$ cat src/rtl/jpeg_ctrl_pkg.sv
// rtl/jpeg_ctrl_pkg.sv - shared types and constants for the JPEG block sequencer
// Purpose: state encoding, block geometry and default stage latencies.
//          The encoder top and the bench reuse these constants.
// Ports:   none (package)
package jpeg_ctrl_pkg;

    typedef enum logic [2:0] {
        IDLE,
        LOAD_PAR,
        LOAD_SER,
        DCT,
        CAPT,
        QUANT,
        HUFF,
        DONE
    } state_t;

    localparam int BLOCK_PIXELS      = 64;
    localparam int BLOCK_ROWS        = 8;
    localparam int DEF_DCT_LATENCY   = 8;
    localparam int DEF_QUANT_LATENCY = 2;

endpackage

$ cat src/rtl/jpeg_stage_timer.sv
// rtl/jpeg_stage_timer.sv - loadable down-counter with zero flag
// Purpose: shared wait timer for the DCT run, the per-row quantize wait and
//          the single huff_start cycle. Counts down every cycle and holds at 0.
// Ports:   clock, reset_n   clock and asynchronous active-low reset
//          load, load_value load takes priority over counting
//          zero             count is 0
module jpeg_stage_timer #(
    parameter int WIDTH = 8
) (
    input  logic             clock,
    input  logic             reset_n,
    input  logic             load,
    input  logic [WIDTH-1:0] load_value,
    output logic             zero
);

    logic [WIDTH-1:0] count_q;
    logic [WIDTH-1:0] count_d;

    always_comb begin
        count_d = count_q;
        if (load) begin
            count_d = load_value;
        end else if (count_q != '0) begin
            count_d = count_q - WIDTH'(1);
        end
    end

    always_ff @(posedge clock or negedge reset_n) begin
        if (!reset_n) begin
            count_q <= '0;
        end else begin
            count_q <= count_d;
        end
    end

    assign zero = (count_q == '0);

endmodule

$ cat src/rtl/jpeg_block_sequencer.sv
// rtl/jpeg_block_sequencer.sv - per-block stage sequencer for the JPEG encoder
// Purpose: walks one 8x8 block through load, DCT, capture, quantize/zigzag and
//          Huffman encode, producing all stage strobes and the row index.
// Ports:   clock, reset_n                 clock, asynchronous active-low reset
//          start, load_serial, lum_in     host block request and its options
//          abort                          synchronous abort to IDLE
//          pix_valid, pix_ready           serial pixel handshake
//          huff_done, huff_start          Huffman controller handshake
//          ready, block_done, block_count host status
//          input_enable, input_1pix_enable, dct_enable, dct_input_enable,
//          matrix_row, zigzag_input_enable, is_luminance   datapath controls
module jpeg_block_sequencer
    import jpeg_ctrl_pkg::*;
#(
    parameter int DCT_LATENCY   = DEF_DCT_LATENCY,
    parameter int QUANT_LATENCY = DEF_QUANT_LATENCY,
    parameter int CNT_WIDTH     = 16
) (
    input  logic                 clock,
    input  logic                 reset_n,
    input  logic                 start,
    input  logic                 load_serial,
    input  logic                 lum_in,
    input  logic                 abort,
    input  logic                 pix_valid,
    output logic                 pix_ready,
    input  logic                 huff_done,
    output logic                 ready,
    output logic                 input_enable,
    output logic                 input_1pix_enable,
    output logic                 dct_enable,
    output logic                 dct_input_enable,
    output logic [7:0]           matrix_row,
    output logic                 zigzag_input_enable,
    output logic                 is_luminance,
    output logic                 huff_start,
    output logic                 block_done,
    output logic [CNT_WIDTH-1:0] block_count
);

    state_t               state_q, state_d;
    logic [5:0]           pix_cnt_q, pix_cnt_d;
    logic [2:0]           row_q, row_d;
    logic                 is_lum_q, is_lum_d;
    logic [CNT_WIDTH-1:0] block_count_q, block_count_d;

    logic                 timer_load;
    logic [7:0]           timer_value;
    logic                 timer_zero;

    jpeg_stage_timer #(.WIDTH(8)) u_timer (
        .clock      (clock),
        .reset_n    (reset_n),
        .load       (timer_load),
        .load_value (timer_value),
        .zero       (timer_zero)
    );

    always_comb begin
        state_d       = state_q;
        pix_cnt_d     = pix_cnt_q;
        row_d         = row_q;
        is_lum_d      = is_lum_q;
        block_count_d = block_count_q;
        timer_load    = 1'b0;
        timer_value   = 8'd0;

        case (state_q)
            IDLE: begin
                if (start) begin
                    is_lum_d  = lum_in;
                    pix_cnt_d = 6'd0;
                    state_d   = load_serial ? LOAD_SER : LOAD_PAR;
                end
            end
            LOAD_PAR: begin
                state_d     = DCT;
                timer_load  = 1'b1;
                timer_value = 8'(DCT_LATENCY - 1);
            end
            LOAD_SER: begin
                if (pix_valid) begin
                    pix_cnt_d = pix_cnt_q + 6'd1;
                    if (pix_cnt_q == 6'(BLOCK_PIXELS - 1)) begin
                        state_d     = DCT;
                        timer_load  = 1'b1;
                        timer_value = 8'(DCT_LATENCY - 1);
                    end
                end
            end
            DCT: begin
                if (timer_zero) begin
                    state_d = CAPT;
                end
            end
            CAPT: begin
                state_d     = QUANT;
                row_d       = 3'd0;
                timer_load  = 1'b1;
                timer_value = 8'(QUANT_LATENCY);
            end
            QUANT: begin
                // Timer reaching zero marks the strobe cycle of the current row.
                if (timer_zero) begin
                    timer_load = 1'b1;
                    if (row_q == 3'(BLOCK_ROWS - 1)) begin
                        state_d     = HUFF;
                        row_d       = 3'd0;
                        timer_value = 8'd1;
                    end else begin
                        row_d       = row_q + 3'd1;
                        timer_value = 8'(QUANT_LATENCY);
                    end
                end
            end
            HUFF: begin
                // Timer is nonzero only during the huff_start cycle.
                if (timer_zero && huff_done) begin
                    state_d = DONE;
                end
            end
            DONE: begin
                block_count_d = block_count_q + {{(CNT_WIDTH-1){1'b0}}, 1'b1};
                state_d       = IDLE;
            end
            default: begin
                state_d = IDLE;
            end
        endcase

        if (abort) begin
            state_d       = IDLE;
            row_d         = 3'd0;
            pix_cnt_d     = 6'd0;
            is_lum_d      = is_lum_q;
            block_count_d = block_count_q;
            timer_load    = 1'b1;
            timer_value   = 8'd0;
        end
    end

    always_ff @(posedge clock or negedge reset_n) begin
        if (!reset_n) begin
            state_q       <= IDLE;
            pix_cnt_q     <= 6'd0;
            row_q         <= 3'd0;
            is_lum_q      <= 1'b0;
            block_count_q <= '0;
        end else begin
            state_q       <= state_d;
            pix_cnt_q     <= pix_cnt_d;
            row_q         <= row_d;
            is_lum_q      <= is_lum_d;
            block_count_q <= block_count_d;
        end
    end

    assign ready               = (state_q == IDLE);
    assign input_enable        = (state_q == LOAD_PAR);
    assign pix_ready           = (state_q == LOAD_SER);
    assign input_1pix_enable   = pix_valid & pix_ready;
    assign dct_enable          = (state_q == DCT);
    assign dct_input_enable    = (state_q == CAPT);
    assign matrix_row          = {5'd0, row_q};
    assign zigzag_input_enable = (state_q == QUANT) && timer_zero;
    assign huff_start          = (state_q == HUFF) && !timer_zero;
    assign block_done          = (state_q == DONE);
    assign is_luminance        = is_lum_q;
    assign block_count         = block_count_q;

endmodule

$ cat config.mk
export PLATFORM = sky130hd
export DESIGN_NAME = jpeg_block_sequencer
export DESIGN_NICKNAME = d
export VERILOG_FILES = /design/src/rtl/jpeg_ctrl_pkg.sv /design/src/rtl/jpeg_stage_timer.sv /design/src/rtl/jpeg_block_sequencer.sv
export SDC_FILE = /design/constraint.sdc
export NUM_CORES = 1
export LEC_CHECK = 0
export ABC_AREA = 1
export CELL_PAD_IN_SITES_DETAIL_PLACEMENT = 1
export CELL_PAD_IN_SITES_GLOBAL_PLACEMENT = 2
export CORE_MARGIN = 4
export CORE_UTILIZATION = 31
export CTS_BUF_LIST = sky130_fd_sc_hd__clkbuf_4 sky130_fd_sc_hd__clkbuf_8
export DETAILED_ROUTE_END_ITERATION = 12
export PLACE_DENSITY_LB_ADDON = 0.1
export RECOVER_POWER = 100
export SLEW_MARGIN = 30
export SYNTH_ARGS = -nofsm -noshare
export SYNTH_HDL_FRONTEND = slang
export SYNTH_SLANG_ARGS = --single-unit
$ cat constraint.sdc
create_clock -name clock -period 2.2 [get_ports clock]
set_input_delay 0.66 -clock clock [delete_from_list [all_inputs] [get_ports clock]]
set_output_delay 0.66 -clock clock [all_outputs]
set_load 0.01 [all_outputs]
==> flow_summary.ini, run 1 <==
[worst_setup_path]
slowest_stage = clkdlybuf4s50_1
crit_path_start_kind = primary input
crit_type = in -> out
arrival_ps = 1470
cp_top_family = buffers and inverters
crit_path_end_kind = output port
worst-path-buf-inv = 3
cp_slowest_stage_delay_ps = 480
crit_fanout = 2
crit_path_cell_trace = clkdlybuf4s50_1 -> nand4_1 -> inv_1 -> clkbuf_1
worst_ep_required_time_ps = 1540

[finish]
seq_area_um2 = 930
layout-drive-gt1-share_pct = 18.5
area_growth_pct = 30.8
num_antenna_cells = 0
post-route-util_pct = 41.6
final_common_cell = nand2_1
layout_common_cells = nand2_1 (71), inv_1 (38), dfrtp_1 (34)
fill_cells = 916
multi_input_area_um2 = 1120
nNetsFinal = 376

[global_routing]
grt_pass1_wl_mm = 10.0
grt_pass1_vias = 2107
antenna_found_initial = 0
grt_max_degree = 38
grtUsageTotal_pct = 14.7
overflow = 0

[timing]
drv_slew = 0
hold_viol = 0
finalSetupViolCount = 0
worstMarginPinSlew_ps = 938
fin_skew_ps = 4.81
finalCriticalPeriod_ps = 2130
fmax_mhz = 469
slew_headroom_pct = 37.5
finalSetupTns_ps = 0
rsz0062_at_grt = false
period_share_pct = 96.9

[placed_design]
place_congestion = 0.778
dp_hpwl_mm = 4.50
portBuffers = 36

[die]
io_pins = 42
die_x_um = 94.0
core_area_um2 = 7210
fp-row-count = 31
dieHeight_um = 94.0
die-area_um2 = 8840
initial_core_util_pct = 31.8

[job]
max_cap_viol_count = 0

[cts]
cts_buffer_depth = 2
clkLatencyLatePin_ps = 300
tritoncts = yes
root_buffer = clkbuf_8
cts_sinks = 37
worst_setup_hold_path_clk_slew_ps = 80
numCtsBuffers = 5
htreeDepth = 2

[synth]
syn_area_per_cell_um2 = 7.89
synth_cells = 291
ys_seq_area_share_pct = 40.3
ys_seq_elements = 37
synth-warning-count = 0
netlist_area_um2 = 2290
synthDistinctLibCells = 34

[drt]
drt_iter0_drc = 28
vias_per_cell = 4.36
num_vias = 2013
wirelength_mm = 5.91
antenna_left = 0
drc_errors = 0
drtPass1Iterations = 4
avgRoutedWirePerCell_um = 12.8

[power]
vdd_drop_max_uv = 309
pwr_density_cell_nw_per_um2 = 904
power.leakage_nw = 1.63

[outcome]
outcome = finished clean

[worst_hold_path]
holdCritPathClass = reg -> reg
-- timing repair --
action                                  4_1_cts  5_1_grt
buffers inserted                              4        3
resized for setup                            20        4
hold buffers                                  0        0
pin swaps                                     1        2
endpoints found under the hold margin         0        0
endpoints found under the setup margin        9        3
-- metal layers --
layer	share of wire [%]	global-route usage [%]	wire [um]
met5	0	0	0
met4	1.6	5.05	92
met3	3.3	3.53	194
met2	47	23.1	2770
met1	48	19.6	2850
-- flip-flops by register name, summed over array words and instances (netlist names) --
register	count
pix_cnt_q	6
block_count	16
is_luminance	1
u_timer.count_q	8
state_q	3
row_q	3
-- power breakdown --
part | internal (mW) | switching [mW]
logic | 0.572 | 0.775
clock network | 0.219 | 0.271
registers | 0.782 | 0.0938
total | 1.57 | 1.14
-- per-stage QoR --
step           instance area, um^2  hold slack [ps]  instances  power, mW  setup slack [ps]
2_1_floorplan                 2310              364        295       1.69               534
3_3_place_gp                  2930              480        447       2.22              -320
3_5_place_dp                  2930              487        447       2.24              -353
4_1_cts                       3060              427        459       2.80             -48.1
5_1_grt                       3000              522        462       2.96              2.01
6_report                      3000              487        462       2.71              67.2
-- kinds of logic after synthesis --
family | Yosys count | share of synthesized area (%)
and+or+nand+nor | 155 | 33.0
other | 1 | 0.163
DFF | 37 | 40.3
xor gates and xnor gates | 21 | 8.67
AOI/OAI and AO/OA | 17 | 4.14
buffers and inverters | 53 | 9.87
adders and majority gates | 6 | 3.27
muxes | 1 | 0.491
-- synth_stat cells (all sizes together) --
library cell | count | area [um^2]
a21o | 1 | 7.51
a21oi | 5 | 25.0
a31oi | 2 | 12.5
and2 | 1 | 6.26
buf | 10 | 63.8
clkinv | 2 | 8.75
conb | 1 | 3.75
dfrtp | 37 | 926
ha | 6 | 75.1
inv | 41 | 154
mux2 | 1 | 11.3
nand2 | 75 | 294
nand3 | 30 | 160
nand3b | 2 | 15.0
nand4 | 6 | 67.6
nor2 | 32 | 160
nor3 | 9 | 55.1
o21ai | 8 | 43.8
o22ai | 1 | 6.26
xnor2 | 8 | 85.1
xor2 | 13 | 114
-- path summary, 6_finish.rpt --
kind / end / start / slack (ps) / cells after the start
max: input_1pix_enable / pix_valid / 70 / 4
min: block_count[14] / block_count[14] / 490 / 1
max reg2reg: state_q[2] / u_timer.count_q[0] / 310 / 10
min reg2reg: block_count[14] / block_count[14] / 490 / 1
max in group asynchronous: state_q[2] / reset_n / 1000 / 2
min in group asynchronous: state_q[1] / reset_n / 570 / 2
-- area by class of cell --
class / instances / share of cell area [%]
sequential: 37 / 31.0
clock buffer: 5 / 2.29
timing repair buffer: 70 / 19.1
inverter: 43 / 5.50
tap: 99 / 4.13
multi-input combinational: 205 / 37.4
clock inverter: 3 / 0.584
Note: power is estimated with default switching activity, not from simulation.
==> run 2, diff against run 1 <==
--- a/config.mk
+++ b/config.mk
@@ -18,3 +18,4 @@
 export SYNTH_ARGS = -nofsm -noshare
 export SYNTH_HDL_FRONTEND = slang
 export SYNTH_SLANG_ARGS = --single-unit
+export TNS_END_PERCENT = 50
==> flow_summary.ini, run 2 (synthesized netlist as in run 1, its figures left out) <==
[outcome]
outcome = finished clean

[finish]
fill_cells = 914
num_antenna_cells = 0
layout.cells.non_filler = 456
multi_input_area_um2 = 1140
layout-drive-gt1-share_pct = 17.9
area_growth_pct = 29.9
seq_area_um2 = 930
layout_common_cells = nand2_1 (71), inv_1 (38), dfrtp_1 (34)
nNetsFinal = 370
final_common_cell = nand2_1
largest_register_ffs = 16
fin_area_um2 = 2980

[cts]
htreeDepth = 2
root_buffer = clkbuf_8
clkLatencyLatePin_ps = 300
cts_buffer_depth = 2
tritoncts = yes
cts_sinks = 37
numCtsBuffers = 5
worst_setup_hold_path_clk_slew_ps = 80

[worst_setup_path]
crit_fanout = 2
crit_type = reg -> out
cpMostUsedCell = nor2_2
worst_ep_required_time_ps = 1540
crit_path_cell_trace = inv_1 -> ha_2 -> nand2_1 -> nor2_2 -> nor2_2 -> clkdlybuf4s15_1
crit_path_end_kind = output port
arrival_ps = 1470
crit_path_start_kind = flip-flop
cp_slowest_stage_delay_ps = 380
slowest_stage = dfrtp_1

[global_routing]
grtUsageTotal_pct = 14.5
overflow = 0
grt_pass1_wl_mm = 9.94
grt_pass1_vias = 2079
grt_max_degree = 38
antenna_found_initial = 0

[drt]
num_vias = 1990
vias_per_cell = 4.36
wirelength_mm = 5.76
drc_errors = 0
drt_iter0_drc = 27
antenna_left = 0
drtPass1Iterations = 4
avgRoutedWirePerCell_um = 12.6

[job]
max_cap_viol_count = 0

[die]
die_x_um = 94.0
core_area_um2 = 7210
initial_core_util_pct = 31.8
die-area_um2 = 8840
dieHeight_um = 94.0
fp-row-count = 31
io_pins = 42

[power]
intPower_mw = 1.54
p_comb_share_pct = 48.1
seqPwrFrac_pct = 33.5
clockPowerShare_pct = 18.4
pwr_density_cell_nw_per_um2 = 898
swShare_pct = 42.4
fin_total_pwr_mw = 2.68
vdd_drop_max_uv = 299
power.leakage_nw = 1.60
switchingPower_mw = 1.13

[placed_design]
dp.cells = 447
dp_hpwl_mm = 4.50
place_congestion = 0.778
portBuffers = 36
placed_area_um2 = 2930

[timing]
finalSetupViolCount = 0
fin_hold_ws_ps = 487
slew_headroom_pct = 37.3
finalCriticalPeriod_ps = 2130
worstMarginPinSlew_ps = 941
fmax_mhz = 469
fin_skew_ps = 4.56
hold_viol = 0
period_share_pct = 96.8
rsz0062_at_grt = false
drv_slew = 0

[worst_hold_path]
holdCritPathClass = reg -> reg
[run 2: cell count changes in the layout (fill, tap and decap cells not counted), sizes merged]
| cell | change |
|---|---|
| clkbuf | -3 |
| clkdlybuf4s15 | +1 |
| buf | -4 |
[run 2: final cells by class]
type | count | share of cell area (%)
Multi-Input combinational cell | 205 | 38.2
Sequential cell | 37 | 31.2
Timing Repair Buffer | 64 | 18.0
Inverter | 43 | 5.54
Tap cell | 99 | 4.16
Clock buffer | 5 | 2.31
Clock inverter | 3 | 0.588
[run 2: worst paths after layout]
| check | from | cells past startpoint | slack [ps] | end |
|---|---|---|---|---|
| max | u_timer.count_q[0] | 6 | 70 | huff_start |
| min | block_count[14] | 1 | 490 | block_count[14] |
| max reg2reg | u_timer.count_q[0] | 10 | 400 | state_q[2] |
| min reg2reg | block_count[14] | 1 | 490 | block_count[14] |
| max in group asynchronous | reset_n | 2 | 1000 | state_q[2] |
| min in group asynchronous | reset_n | 2 | 570 | state_q[1] |
[run 2: metrics by stage]
step                      setup slack, ps  utilization (%)  setup TNS [ps]
after CTS                           0.846             42.0               0
after global routing                 1.32             41.3               0
after floorplan                       534                -               0
after detailed placement             -353             40.6            -387
after global placement               -320             40.6            -320
final                                69.4             41.3               0
[run 2: power by group through the flow]
stage	sequential (mW)	clock [mW]	combinational, mW
after CTS	0.901	0.518	1.34
after global placement	0.908	0	1.31
after global routing	0.915	0.534	1.47
after detailed placement	0.908	0	1.33
after floorplan	0.862	0	0.827
final	0.898	0.491	1.29
[run 2: layer usage]
metal	vias up	GRT usage, %	routed length, um
met5	-	0	0
met2	29	22.8	2660
met4	0	5.05	92
met3	6	3.53	195
met1	923	19.3	2800
li1	1032	-	-
[run 2: what timing repair did]
action / in CTS / in global routing
gates cloned: 0 / 0
hold buffers: 0 / 0
buffers inserted: 1 / 0
endpoints found under the setup margin: 9 / 2
resized for setup: 21 / 3
pin swaps: 2 / 0
[run 2: critical path: cells and delay by family (launching register included)]
kind          cells  cell delay (ps)
simple gates      3              290
flops             1              380
buf+inv           2              320
fa+ha+maj         1              180
==> run 3, diff against run 2 <==
--- a/config.mk
+++ b/config.mk
@@ -9,7 +9,7 @@
 export CELL_PAD_IN_SITES_DETAIL_PLACEMENT = 1
 export CELL_PAD_IN_SITES_GLOBAL_PLACEMENT = 2
 export CORE_MARGIN = 4
-export CORE_UTILIZATION = 31
+export CORE_UTILIZATION = 28
 export CTS_BUF_LIST = sky130_fd_sc_hd__clkbuf_4 sky130_fd_sc_hd__clkbuf_8
 export DETAILED_ROUTE_END_ITERATION = 12
 export PLACE_DENSITY_LB_ADDON = 0.1
==> constraint.sdc (replaced) <==
create_clock -name clock -period 1.75 [get_ports clock]
set_input_delay 0.525 -clock clock [delete_from_list [all_inputs] [get_ports clock]]
set_output_delay 0.525 -clock clock [all_outputs]
set_load 0.01 [all_outputs]
==> flow_summary.ini, run 3 (synthesized netlist as in run 1, its figures left out) <==
[finish]
num_antenna_cells = 0
post-route-util_pct = 46.5
fin_area_um2 = 3650
largest_register_ffs = 16
layout_common_cells = nand2_1 (60), buf_4 (59), dfrtp_1 (34)
layout-drive-gt1-share_pct = 38.7
nNetsFinal = 419
final_common_cell = nand2_1
area_growth_pct = 58.9
fill_cells = 978

[power]
fin_total_pwr_mw = 4.56
pwr_density_cell_nw_per_um2 = 1250
clockPowerShare_pct = 17.7
vdd_drop_max_uv = 351
seqPwrFrac_pct = 24.0
p_comb_share_pct = 58.4
intPower_mw = 2.77
power.leakage_nw = 1.92
swShare_pct = 39.1
switchingPower_mw = 1.78

[worst_setup_path]
worst-path-buf-inv = 3
crit_path_cell_trace = inv_2 -> ha_4 -> nand2_2 -> nor2_2 -> nand3_2 -> inv_2 -> buf_6
crit_path_start_kind = flip-flop
cp_top_family = flip-flops
crit_path_end_kind = output port
cpMostUsedCell = inv_2
slowest_stage = dfrtp_1
cp_slowest_stage_delay_ps = 390
arrival_ps = 1330
worst_ep_required_time_ps = 1220
crit_fanout = 2
crit_type = reg -> out

[placed_design]
dp_hpwl_mm = 4.97
place_congestion = 0.729
portBuffers = 36
placed_area_um2 = 3160

[timing]
layout_setup_ws_ps = -105
drv_slew = 0
slew_headroom_pct = 34.8
fmax_mhz = 539
rsz0062_at_grt = true
finalCriticalPeriod_ps = 1850
worstMarginPinSlew_ps = 978
fin_skew_ps = 4.55
hold_viol = 0
finalSetupViolCount = 10
period_share_pct = 106
finalSetupTns_ps = -411

[cts]
cts_hold_buf = 0
clkLatencyLatePin_ps = 290
worst_setup_hold_path_clk_slew_ps = 80
cts_sinks = 37
numCtsBuffers = 5
htreeDepth = 2
cts_buffer_depth = 2
tritoncts = yes
root_buffer = clkbuf_8

[drt]
wirelength_mm = 6.83
vias_per_cell = 4.43
antenna_left = 0
num_vias = 2250
avgRoutedWirePerCell_um = 13.4
drc_errors = 0
drt_iter0_drc = 40
drtPass1Iterations = 4

[global_routing]
grt_max_degree = 22
overflow = 0
grt_pass1_wl_mm = 11.3
grtUsageTotal_pct = 14.2
antenna_found_initial = 0
grt_pass1_vias = 2409

[worst_hold_path]
holdCritPathClass = in -> async

[die]
die-area_um2 = 9710
dieHeight_um = 98.5
initial_core_util_pct = 29.2
core_area_um2 = 7850
fp-row-count = 32
die_x_um = 98.5
io_pins = 42

[outcome]
outcome = finished with violations
violations = negative setup slack

[job]
max_cap_viol_count = 0
-- run 3: path summary, 6_finish.rpt --
kind                       slack, ps  cells after the start               start             endpoint
max                             -100                      7  u_timer.count_q[1]  zigzag_input_enable
min                              360                      1             reset_n           state_q[1]
max reg2reg                      -30                     11          state_q[0]      block_count[15]
min reg2reg                      510                      1     block_count[15]      block_count[15]
max in group asynchronous        270                      2             reset_n             row_q[2]
min in group clock               510                      1     block_count[15]      block_count[15]
-- run 3: routing by layer --
metal	share of wire (%)	GRT usage [%]	routed length (um)
met1	45	18.1	3070
met5	0	0	0
met4	1.4	3.57	98
met3	3.3	3.18	225
met2	50	24.4	3430
-- run 3: repair_timing --
item                                    in CTS  in global routing
pin swaps                                    5                 13
endpoints found under the setup margin      36                 33
gates resized for setup                     79                 55
setup buffers                               15                  7
-- run 3: through the flow --
| stage | setup slack [ps] | hold slack [ps] | cells |
|---|---|---|---|
| floorplan | 200 | 229 | 295 |
| finish | -105 | 363 | 508 |
| detailed placement | -505 | 495 | 479 |
| global placement | -496 | 491 | 479 |
| CTS | -117 | 178 | 502 |
| global route | -174 | 432 | 508 |
-- run 3: power groups by stage --
stage / combinational, mW / sequential, mW / clock [mW]
2_1_floorplan: 1.04 / 1.08 / 0
3_3_place_gp: 1.96 / 1.12 / 0
3_5_place_dp: 1.99 / 1.12 / 0
4_1_cts: 2.29 / 1.08 / 0.827
5_1_grt: 2.95 / 1.11 / 0.869
6_report: 2.66 / 1.09 / 0.805
-- run 3: area by class of cell --
cell class                 instances  area, um^2  share of cell area (%)
tap                              102         128                    3.50
clock inverter                     1        30.0                   0.823
sequential                        37         930                    25.5
inverter                          43         168                    4.60
multi-input combinational        205        1330                    36.4
timing repair buffer             113         973                    26.7
clock buffer                       7        90.1                    2.47
